[src/rtl/rice_encoder_if.sv]
`default_nettype none
// ============================================================================
//  Module   : rice_encoder_if
//  Brief    : Sample-in / word-out handshake bundle for rice_encoder.
//  Revision : 1.0
// ============================================================================
interface rice_encoder_if;
   logic        go;
   logic [5:0]  n;
   logic [5:0]  j;
   logic [5:0]  k;
   logic [31:0] sample_in;
   logic        sample_valid;
   logic        sample_ready;
   logic [31:0] word_out;
   logic        word_valid;
   logic        word_ready;
   logic        busy;
   logic        block_done;

   modport slave (
      input  go, n, j, k, sample_in, sample_valid, word_ready,
      output sample_ready, word_out, word_valid, busy, block_done
   );

   modport master (
      output go, n, j, k, sample_in, sample_valid, word_ready,
      input  sample_ready, word_out, word_valid, busy, block_done
   );
endinterface
`default_nettype wire

[src/rtl/rice_encoder.sv]
`default_nettype none
// ============================================================================
//  Module   : rice_encoder
//  Brief    : Golomb-Rice block encoder packing a 6-bit k header plus j
//             codewords into an MSB-first 32-bit word stream.
//  Revision : 1.0
// ============================================================================
module rice_encoder #(
   parameter int WORD_W = 32,
   parameter int HDR_W  = 6
) (
   input  wire logic     clk1,
   input  wire logic     reset,
   rice_encoder_if.slave bus
);

   localparam logic [2:0] S_IDLE  = 3'd0;
   localparam logic [2:0] S_HDR   = 3'd1;
   localparam logic [2:0] S_LOAD  = 3'd2;
   localparam logic [2:0] S_ZERO  = 3'd3;
   localparam logic [2:0] S_TERM  = 3'd4;
   localparam logic [2:0] S_FLUSH = 3'd5;

   logic [2:0]        r_state;
   logic [5:0]        r_n;
   logic [5:0]        r_k;
   logic [6:0]        r_cnt;
   logic [31:0]       r_q;
   logic [31:0]       r_r;
   logic              r_ph;
   logic [WORD_W-1:0] r_acc;
   logic [5:0]        r_fill;
   logic [WORD_W-1:0] r_word;
   logic              r_wvalid;
   logic              r_done;

   logic                w_can;
   logic                w_drain;
   logic                w_app;
   logic                w_full;
   logic [5:0]          w_len;
   logic [5:0]          w_space;
   logic [31:0]         w_bits;
   logic [6:0]          w_sum;
   logic [6:0]          w_sh;
   logic [2*WORD_W-1:0] w_cat;
   logic [5:0]          w_neff;
   logic [5:0]          w_keff;
   logic [31:0]         w_samp;
   logic [31:0]         w_qn;
   logic [31:0]         w_rn;

   // Every append waits while the output register holds an undrained word.
   assign w_drain = r_wvalid & bus.word_ready;
   assign w_can   = ~r_wvalid | bus.word_ready;
   assign w_space = 6'd32 - r_fill;

   assign w_neff = (bus.n == 6'd0) ? 6'd1 : ((bus.n > 6'd32) ? 6'd32 : bus.n);
   assign w_keff = (bus.k > w_neff) ? w_neff : bus.k;
   assign w_samp = bus.sample_in & (32'hFFFF_FFFF >> (6'd32 - r_n));
   assign w_qn   = w_samp >> r_k;
   assign w_rn   = w_samp & ~(32'hFFFF_FFFF << r_k);

   always_comb begin
      w_app  = 1'b0;
      w_len  = 6'd0;
      w_bits = 32'd0;
      case (r_state)
         S_HDR: begin
            w_app  = w_can;
            w_len  = 6'(HDR_W);
            w_bits = {26'd0, r_k};
         end
         S_ZERO: begin
            w_app = w_can;
            w_len = (r_q < {26'd0, w_space}) ? r_q[5:0] : w_space;
         end
         S_TERM: begin
            w_app = w_can;
            // A 33-bit terminator field (k=32) goes out as the 1 alone, then r.
            if (r_ph) begin
               w_len  = 6'd32;
               w_bits = r_r;
            end else if (r_k == 6'd32) begin
               w_len  = 6'd1;
               w_bits = 32'd1;
            end else begin
               w_len  = r_k + 6'd1;
               w_bits = r_r | (32'd1 << r_k);
            end
         end
         S_FLUSH: begin
            w_app = w_can & (r_fill != 6'd0);
            w_len = w_space;
         end
         default: begin
            w_app = 1'b0;
         end
      endcase
   end

   assign w_sum  = {1'b0, r_fill} + {1'b0, w_len};
   assign w_full = (w_sum >= 7'd32);
   assign w_sh   = 7'd64 - w_sum;
   assign w_cat  = {r_acc, 32'd0} | ({32'd0, w_bits} << w_sh);

   always_ff @(posedge clk1 or negedge reset) begin
      if (!reset) begin
         r_state  <= S_IDLE;
         r_n      <= 6'd0;
         r_k      <= 6'd0;
         r_cnt    <= 7'd0;
         r_q      <= 32'd0;
         r_r      <= 32'd0;
         r_ph     <= 1'b0;
         r_acc    <= '0;
         r_fill   <= 6'd0;
         r_word   <= '0;
         r_wvalid <= 1'b0;
         r_done   <= 1'b0;
      end else begin
         r_done <= 1'b0;
         if (w_drain) begin
            r_wvalid <= 1'b0;
         end
         if (w_app) begin
            if (w_full) begin
               r_word   <= w_cat[63:32];
               r_wvalid <= 1'b1;
               r_acc    <= w_cat[31:0];
               r_fill   <= {1'b0, w_sum[4:0]};
            end else begin
               r_acc    <= w_cat[63:32];
               r_fill   <= w_sum[5:0];
            end
         end
         case (r_state)
            S_IDLE: begin
               if (bus.go) begin
                  r_n     <= w_neff;
                  r_k     <= w_keff;
                  r_cnt   <= (bus.j == 6'd0) ? 7'd64 : {1'b0, bus.j};
                  r_state <= S_HDR;
               end
            end
            S_HDR: begin
               if (w_can) r_state <= S_LOAD;
            end
            S_LOAD: begin
               if (bus.sample_valid && w_can) begin
                  r_q     <= w_qn;
                  r_r     <= w_rn;
                  r_ph    <= 1'b0;
                  r_state <= (w_qn != 32'd0) ? S_ZERO : S_TERM;
               end
            end
            S_ZERO: begin
               if (w_can) begin
                  r_q <= r_q - {26'd0, w_len};
                  if (r_q == {26'd0, w_len}) r_state <= S_TERM;
               end
            end
            S_TERM: begin
               if (w_can) begin
                  if (r_k == 6'd32 && !r_ph) begin
                     r_ph <= 1'b1;
                  end else begin
                     r_cnt   <= r_cnt - 7'd1;
                     r_state <= (r_cnt == 7'd1) ? S_FLUSH : S_LOAD;
                  end
               end
            end
            S_FLUSH: begin
               if (r_fill == 6'd0 && (!r_wvalid || bus.word_ready)) begin
                  r_state <= S_IDLE;
                  r_done  <= 1'b1;
               end
            end
            default: r_state <= S_IDLE;
         endcase
      end
   end

   assign bus.sample_ready = (r_state == S_LOAD) & w_can;
   assign bus.word_out     = r_word;
   assign bus.word_valid   = r_wvalid;
   assign bus.busy         = (r_state != S_IDLE);
   assign bus.block_done   = r_done;

endmodule
`default_nettype wire

[src/flat_wrapper.sv]
// flat-port wrapper written by rule: the top's interface ports become plain ports
module rice_encoder_flat 
#(
   parameter int WORD_W = 32,
   parameter int HDR_W  = 6
)
  (clk1, reset, bus_go, bus_n, bus_j, bus_k, bus_sample_in, bus_sample_valid, bus_word_ready, bus_sample_ready, bus_word_out, bus_word_valid, bus_busy, bus_block_done);
  rice_encoder_if bus_i ();
  input  wire logic clk1;
  input  wire logic reset;
  input wire logic [$bits(bus_i.go)-1:0] bus_go;
  input wire logic [$bits(bus_i.n)-1:0] bus_n;
  input wire logic [$bits(bus_i.j)-1:0] bus_j;
  input wire logic [$bits(bus_i.k)-1:0] bus_k;
  input wire logic [$bits(bus_i.sample_in)-1:0] bus_sample_in;
  input wire logic [$bits(bus_i.sample_valid)-1:0] bus_sample_valid;
  input wire logic [$bits(bus_i.word_ready)-1:0] bus_word_ready;
  output wire logic [$bits(bus_i.sample_ready)-1:0] bus_sample_ready;
  output wire logic [$bits(bus_i.word_out)-1:0] bus_word_out;
  output wire logic [$bits(bus_i.word_valid)-1:0] bus_word_valid;
  output wire logic [$bits(bus_i.busy)-1:0] bus_busy;
  output wire logic [$bits(bus_i.block_done)-1:0] bus_block_done;
  assign bus_i.go = bus_go;
  assign bus_i.n = bus_n;
  assign bus_i.j = bus_j;
  assign bus_i.k = bus_k;
  assign bus_i.sample_in = bus_sample_in;
  assign bus_i.sample_valid = bus_sample_valid;
  assign bus_i.word_ready = bus_word_ready;
  assign bus_sample_ready = bus_i.sample_ready;
  assign bus_word_out = bus_i.word_out;
  assign bus_word_valid = bus_i.word_valid;
  assign bus_busy = bus_i.busy;
  assign bus_block_done = bus_i.block_done;
  rice_encoder #(.WORD_W(WORD_W), .HDR_W(HDR_W)) u_core (.clk1(clk1), .reset(reset), .bus(bus_i));
endmodule
[config.mk]
export PLATFORM = sky130hd
export DESIGN_NAME = rice_encoder_flat
export DESIGN_NICKNAME = d
export VERILOG_FILES = /design/src/rtl/rice_encoder_if.sv /design/src/rtl/rice_encoder.sv /design/src/flat_wrapper.sv
export SDC_FILE = /design/constraint.sdc
export NUM_CORES = 1
export LEC_CHECK = 0
export CAP_MARGIN = 20
export CORE_UTILIZATION = 50
export CTS_CLUSTER_DIAMETER = 40
export DETAILED_ROUTE_END_ITERATION = 8
export PLACE_DENSITY = 0.69
export SLEW_MARGIN = 10
export SYNTH_ARGS = -nofsm -noshare
export SYNTH_HDL_FRONTEND = slang
export SYNTH_SLANG_ARGS = --single-unit
[constraint.sdc]
create_clock -name clk1 -period 15.2 [get_ports clk1]
set_clock_uncertainty 0.15 [all_clocks]
set_input_delay 3.04 -clock clk1 [delete_from_list [all_inputs] [get_ports clk1]]
set_output_delay 3.04 -clock clk1 [all_outputs]
set_load 0.02 [all_outputs]
=== Word-level counts from Yosys, hierarchy flattened ===
Cells that the tools add are included.

* Latch bits: 0
* ROM bits: 0
* Memories: 0
* Output and inout port bits: 36
* Memory bits (writable): 0
* Word-level logic and storage cells: 120
* Flip-flop bits (word level): 159

* Bitwise operators: 10
* Reductions and logical operators: 24
* Add/subtract/negate cells: 7
* Muxes and demuxes: 41
* Divide/modulo/power cells: 0
* Shifts and indexed selects: 5
* $mul: 0
* $lt $le $gt $ge: 4
* Equality and inequality tests: 17

{| class="wikitable"
|+ Operators with widths
! kind !! count
|-
| 2-to-1 mux 32 bit || 5
|-
| one-hot mux 32 bit (2 select lines) || 2
|-
| AND 32 bit || 2
|-
| OR 64 bit || 1
|-
| << shifter 32 x 7 -> 64 bit || 1
|-
| 2-to-1 mux 6 bit || 7
|-
| equality test 32 x 6 -> 1 bit || 1
|-
| < comparator 32 x 6 -> 1 bit || 1
|-
| inverter 32 bit || 1
|-
| OR 32 bit || 1
|-
| nonzero test 32 bit || 1
|-
| << shifter 1 x 6 -> 32 bit (first input constant) || 1
|-
| << shifter 32 x 6 -> 32 bit (first input constant) || 1
|-
| >> shifter 32 x 6 -> 32 bit || 1
|-
| >> shifter 32 x 6 -> 32 bit (first input constant) || 1
|-
| subtractor 32 x 6 -> 32 bit || 1
|-
| 2-to-1 mux 3 bit || 10
|-
| 2-to-1 mux 7 bit || 4
|-
| one-hot mux 6 bit (4 select lines) || 1
|-
| logical NOT 6 bit || 3
|-
| one-hot mux 3 bit (6 select lines) || 1
|-
| != test 2 x 1 -> 1 bit (second input constant) || 7
|-
| one-hot mux 7 bit (2 select lines) || 1
|-
| subtractor 6 bit (first input constant) || 2
|-
| other kinds (30) || 51
|}

=== Logic depth before layout (Yosys ltp) ===
Gate-level depths: netlist of run 1.

* Depth after elaboration: 9
* Depth in mapped cells: 28
* Gate-level depth less buffers: 26

=== Worst setup path after synthesis of run 1 ===
Ideal clock, no wire load.

* Path type: input-to-output
* Start point: input bus_word_ready
* End point: output bus_sample_ready
* Required time: 12010 ps
* Buffers on the path: 1
* Slack: 8319 ps
* Stages: 3
* Data arrival time: 3691 ps
* Path through: nor2b_1 clkbuf_1 nor3_1

* Longest elaborated chain between the ends: 2

{| class="wikitable"
|+ RTL lines
! what !! RTL line !! source
|-
| from (decl) || flat_wrapper.sv:17 || <nowiki>input wire logic [$bits(bus_i.word_ready)-1:0] bus_word_ready;</nowiki>
|-
| OR 1 bit || rice_encoder.sv:55 || <nowiki>assign w_can = ~r_wvalid | bus.word_ready;</nowiki>
|-
| AND 1 bit || rice_encoder.sv:184 || <nowiki>assign bus.sample_ready = (r_state == S_LOAD) & w_can;</nowiki>
|-
| to (decl) || flat_wrapper.sv:18 || <nowiki>output wire logic [$bits(bus_i.sample_ready)-1:0] bus_sample_ready;</nowiki>
|}

Every way passes these cells.

=== Worst setup path in the final report of run 1 ===
Same ends and word-level chain as after synthesis.

==> metrics.csv, run 1 <==
metric,value,unit
layout_commonest_cell,nand2_1,
wire_per_inst,24.7,µm
die_h,175,µm
tns,0,ps
hpwlAfterDp,44000,µm
cts_tree,done,
worst_path_dominant_cell_family,buffers and inverters,
core-area,29600,µm²
endpoint_kind,output port,
core.rowCount,63,
portBuffers,90,
slowest_delay,640,ps
dieArea,30700,µm²
htree_num_levels,4,
tightest_slew,1140,ps
ys.flop_type,dfrtp_1,
grt_pass1_vias,15345,
cp_num_buf_inv,2,
finalHoldViolCount,0,
grt-ovfl-total,0,
clk_path_buf_depth,2,
finalSetupViolCount,0,
drv_slew,0,
synth-seq-cells,159,
cts_hold_buf,0,
clk_latency,460,ps
synth.avg_cell_area,7.59,µm²
r2r-start,u_core.r_q[25],
ys_warn_count,0,
cp.arrival,4760,ps
synth_edf_count,0,
drive_above_1_share,7.62,%
path_clk_slew,60,ps
cp-start-kind,primary input,
ios,91,
min_to,u_core.bus.word_out[1],
root_buffer,clkbuf_16,
antenna_cells,0,
min_period,7950,ps
crit_fanout,8,
final_nets,2077,
antenna_found_initial,0,
wl,58900,µm
reg2regPathDepth,21,
ys_types,87,
r2r_slack,7620,ps
cp_slowest_cell,nor2b_1,
critPathKind,primary input to output port,
crit_chain,clkdlybuf4s50_1 > nor2b_1 > nor3_1 > clkdlybuf4s50_1,
required,12010,ps
syn-cell-area,15000,µm²
drc_errors,0,
dieWidth,175,µm
min_period_over_period,52.3,%
syn-num-nets,2075,
hold_path.class,register to register,
crit_top_cell,clkdlybuf4s50_1,
post_cts_buffers,0,
holdPathStages,2,
grtUsageTotal,38.5,%
clkSinkCount,159,
viasPerCell,6.84,
firstDrtPassIters,6,
vias,16310,
dr.first_iter.drc_count,1807,
rsz0062_at_grt,false,
reg2reg_to,u_core.r_acc[30],
ant_nets,0,
start_util,50.7,%
grt_max_degree,94,
area_growth,11.8,%
async_flop_share,100,%
cts_resized,0,
slew_headroom,21.7,%
place_congestion,1.02,
status,"complete, no violations",
yosysSeqAreaShare,26.5,%
grt_pass1_wl,90800,µm
final_cell_mix,"228 x nand2_1, 185 x nor2_1, 167 x a21oi_1",
cts_made_buffers,17,
worstHoldStart,u_core.bus.word_out[1],
cap_violations,0,
holdWs,323,ps
synthCells,1979,
max_freq,126,MHz
[metal layers]
| layer | wire length (µm) | GRT usage, % | part of all wire (%) |
|---|---|---|---|
| met2 | 27600 | 63.1 | 47 |
| met1 | 24000 | 49.3 | 41 |
| met4 | 3080 | 20.8 | 5.2 |
| met3 | 4210 | 5.02 | 7.2 |
| met5 | 0 | 0 | 0 |
[worst max path at each step]
stage	startpoint	end	slack [ps]	depth (start not counted)
6_report	bus_word_ready	bus_sample_ready	7250	4
5_1_grt	u_core.r_q[25]	u_core.r_acc[30]	7110	21
4_1_cts	bus_word_ready	bus_sample_ready	7270	4
3_5_place_dp	bus_word_ready	bus_sample_ready	7270	4
3_3_place_gp	bus_word_ready	bus_sample_ready	7290	4
2_1_floorplan	bus_word_ready	bus_sample_ready	8320	3
[tightest hold or removal path: stages, from the launching register on]
cell and delay (ps):
dfrtp_1 340, nand2_1 50, nand2_1 50
[synth_stat cells, types with 20 or more instances]
cell,n,area (µm²)
a31oi_1,33,206
nor3_1,93,465
o31ai_1,40,300
nand2b_1,20,125
nor2_1,187,702
ha_1,39,488
a211oi_1,31,233
o211ai_1,25,188
o21ai_0,166,831
inv_1,54,203
o21a_1,33,248
nand3_1,38,190
o22ai_1,27,169
mux4_2,20,450
mux2i_1,56,561
nand2_1,228,856
clkbuf_1,119,447
dfrtp_1,159,3980
a21oi_1,167,836
nor2b_1,27,169
[cells by family (layout without fill, tap and decap cells)]
family	count (synthesis)	count (layout)	share of synthesized area (%)
AO/OA/AOI/OAI	735	735	32.5
adder cells (fa/ha/maj)	41	41	3.51
flip-flops	159	159	26.5
XOR/XNOR	24	24	1.52
multiplexers	91	91	7.85
AND/OR/NAND/NOR	722	722	22.8
buffers and inverters	207	222	5.30
[area by class of cell]
| class | instances | area (µm²) |
|---|---|---|
| clock inverter | 13 | 153 |
| multi-input combinational | 1613 | 10300 |
| timing repair buffer | 131 | 1210 |
| sequential | 159 | 3980 |
| tap | 390 | 488 |
| fill | 2904 | 12800 |
| inverter | 59 | 221 |
| clock buffer | 19 | 443 |
[per-stage QoR]
stage / setup slack (ps) / cells / area (µm²) / utilization (%)
floorplan: 8320 / 1979 / 15000 / -
global placement: 7290 / 2352 / 16200 / 54.7
detailed placement: 7270 / 2352 / 16200 / 54.7
CTS: 7270 / 2384 / 16800 / 56.7
global route: 7110 / 2384 / 16800 / 56.7
finish: 7250 / 2384 / 16800 / 56.7
[state kept, by name, summed over array words and instances (netlist names), 6 cells and up]
name	count
u_core.r_r	32
u_core.r_q	32
u_core.r_n	6
u_core.r_fill	6
u_core.bus.word_out	32
u_core.r_k	6
u_core.r_cnt	7
u_core.r_acc	32
Power of run 1 is not shown: default switching activity piles up to over one toggle a cycle in this logic, so the estimate is an artifact.
==> run 2, diff against run 1 <==
==> constraint.sdc (replaced) <==
create_clock -name clk1 -period 7.7 [get_ports clk1]
set_clock_uncertainty 0.15 [all_clocks]
set_input_delay 1.54 -clock clk1 [delete_from_list [all_inputs] [get_ports clk1]]
set_output_delay 1.54 -clock clk1 [all_outputs]
set_load 0.02 [all_outputs]
==> metrics.csv, run 2 (synthesis gave the netlist of run 1 again) <==
metric,value,unit,change
critPathKind,register to register,,
required,7890,ps,-4120 ps
status,"complete, no violations",,
wl,61500,µm,+4.4%
cap_violations,0,,unchanged
place_congestion,1.05,,+2.6%
final_nets,2089,,+0.58%
antenna_cells,0,,unchanged
cp.arrival,6880,ps,+2120 ps
htree_num_levels,4,,unchanged
portBuffers,90,,unchanged
r2r-start,u_core.r_q[25],,
ios,91,,unchanged
final_cells,2396,,+0.50%
drive_above_1_share,8.18,%,+0.55 points
hpwlAfterDp,46000,µm,+4.5%
highest_layer,met4,,
dieArea,30700,µm²,unchanged
reg2regPathDepth,21,,unchanged
cts_hold_buf,0,,unchanged
path_clk_slew,70,ps,about the same
root_buffer,clkbuf_16,,
antenna_found_initial,0,,unchanged
min_period_over_period,86.9,%,
grt-ovfl-total,0,,unchanged
clk_path_buf_depth,2,,unchanged
die_h,175,µm,unchanged
tightest_slew,1090,ps,-53.4 ps
placed_area,16300,µm²,+0.46%
finalSetupViolCount,0,,unchanged
finalHoldViolCount,0,,unchanged
grt_pass1_wl,94200,µm,+3.8%
firstDrtPassIters,6,,unchanged
ant_nets,0,,unchanged
setup_ws,1010,ps,-6240 ps
cts_made_buffers,17,,unchanged
dr.first_iter.drc_count,1857,,+2.8%
slew_headroom,27.2,%,+5.5 points
tns,0,ps,unchanged
min_period,6690,ps,
grtUsageTotal,40.1,%,+1.6 points
core-area,29600,µm²,unchanged
cp-start-kind,register,,
clk_latency,470,ps,about the same
endpoint_kind,register,,
clkSinkCount,159,,unchanged
cts_tree,done,,
hold_path.class,register to register,,
r2r_slack,1010,ps,-6610 ps
vias,16650,,+2.1%
drc_errors,0,,unchanged
worstHoldStart,u_core.bus.word_out[1],,
holdPathStages,2,,unchanged
pre_cts_ws,1170,ps,-6100 ps
m1WireLength,24300,µm,+1.4%
reg2reg_to,u_core.r_acc[23],,
area_growth,12.3,%,
met2_wirelength,29300,µm,+6.4%
min_to,u_core.bus.word_out[1],,
met3RoutedLength,4550,µm,+8.1%
finalInstanceArea,16900,µm²,+0.42%
viasPerCell,6.95,,+1.6%
max_freq,149,MHz,
grt_pass1_vias,15587,,+1.6%
core.rowCount,63,,unchanged
final_cell_mix,"228 x nand2_1, 185 x nor2_1, 167 x a21oi_1",,
grt_max_degree,64,,-32%
rsz0062_at_grt,false,,
dieWidth,175,µm,unchanged
fill_cells,2870,,-1.2%
post_cts_buffers,0,,unchanged
start_util,50.7,%,unchanged
drv_slew,0,,unchanged
crit_fanout,38,,+30
wire_per_inst,25.7,µm,+3.9%
cts_resized,0,,unchanged
placed_cells,2362,,+0.43%
layout_commonest_cell,nand2_1,,
run 2: cell types whose count changed in the layout (fill, tap and decap cells not counted), moves of 2 or more:
cell / change
buf_4: +10
bufinv_16: -2
clkinv_4: +2
clkinv_8: +2
clkinvlp_4: -4
inv_6: +4
run 2: per-layer routing:
metal  vias to the layer above  global-route usage [%]
met5                         -                       0
met3                       188                    6.49
met4                         0                    21.6
met1                      8067                    50.1
li1                       7492                       -
met2                       903                    66.3
run 2: cell type report:
cell class	count	area, µm²	area share [%]
Clock buffer	17	425	2.52
Clock inverter	15	148	0.875
Multi-Input combinational cell	1613	10300	61.1
Timing Repair Buffer	143	1300	7.72
Sequential cell	159	3980	23.6
Inverter	59	221	1.31
Tap cell	390	488	2.89
run 2: worst max-delay path: stages, from the launching register on:
cell	delay, ps
dfrtp_1	400
or3_1	380
or2_2	290
nor3_1	310
inv_1	80
nor3_1	450
o211ai_1	390
nand2_1	190
a21oi_1	80
a211o_1	270
ha_1	330
inv_2	500
ha_1	340
buf_4	240
inv_2	420
mux2i_1	480
mux2i_1	250
and2_1	230
o21ai_0	190
nand2_1	90
a21o_1	210
a221o_1	300
run 2: how the worst max path moves through the flow:
stage | start | endpoint | cells past startpoint
6_report | u_core.r_q[25] | u_core.r_acc[23] | 21
4_1_cts | u_core.r_q[25] | u_core.r_acc[23] | 21
2_1_floorplan | u_core.r_k[0] | u_core.r_acc[17] | 21
3_5_place_dp | u_core.r_q[25] | u_core.r_acc[23] | 21
3_3_place_gp | u_core.r_q[25] | u_core.bus.word_out[2] | 22
5_1_grt | u_core.r_q[25] | u_core.r_acc[23] | 21
run 2: per-stage QoR:
stage               hold WS [ps]  utilization [%]
finish                       327             56.9
global placement             306             54.9
detailed placement           310             54.9
floorplan                    289                -
global route                 349             56.9
CTS                          326             56.9
Power of run 2 is left out for the same reason.
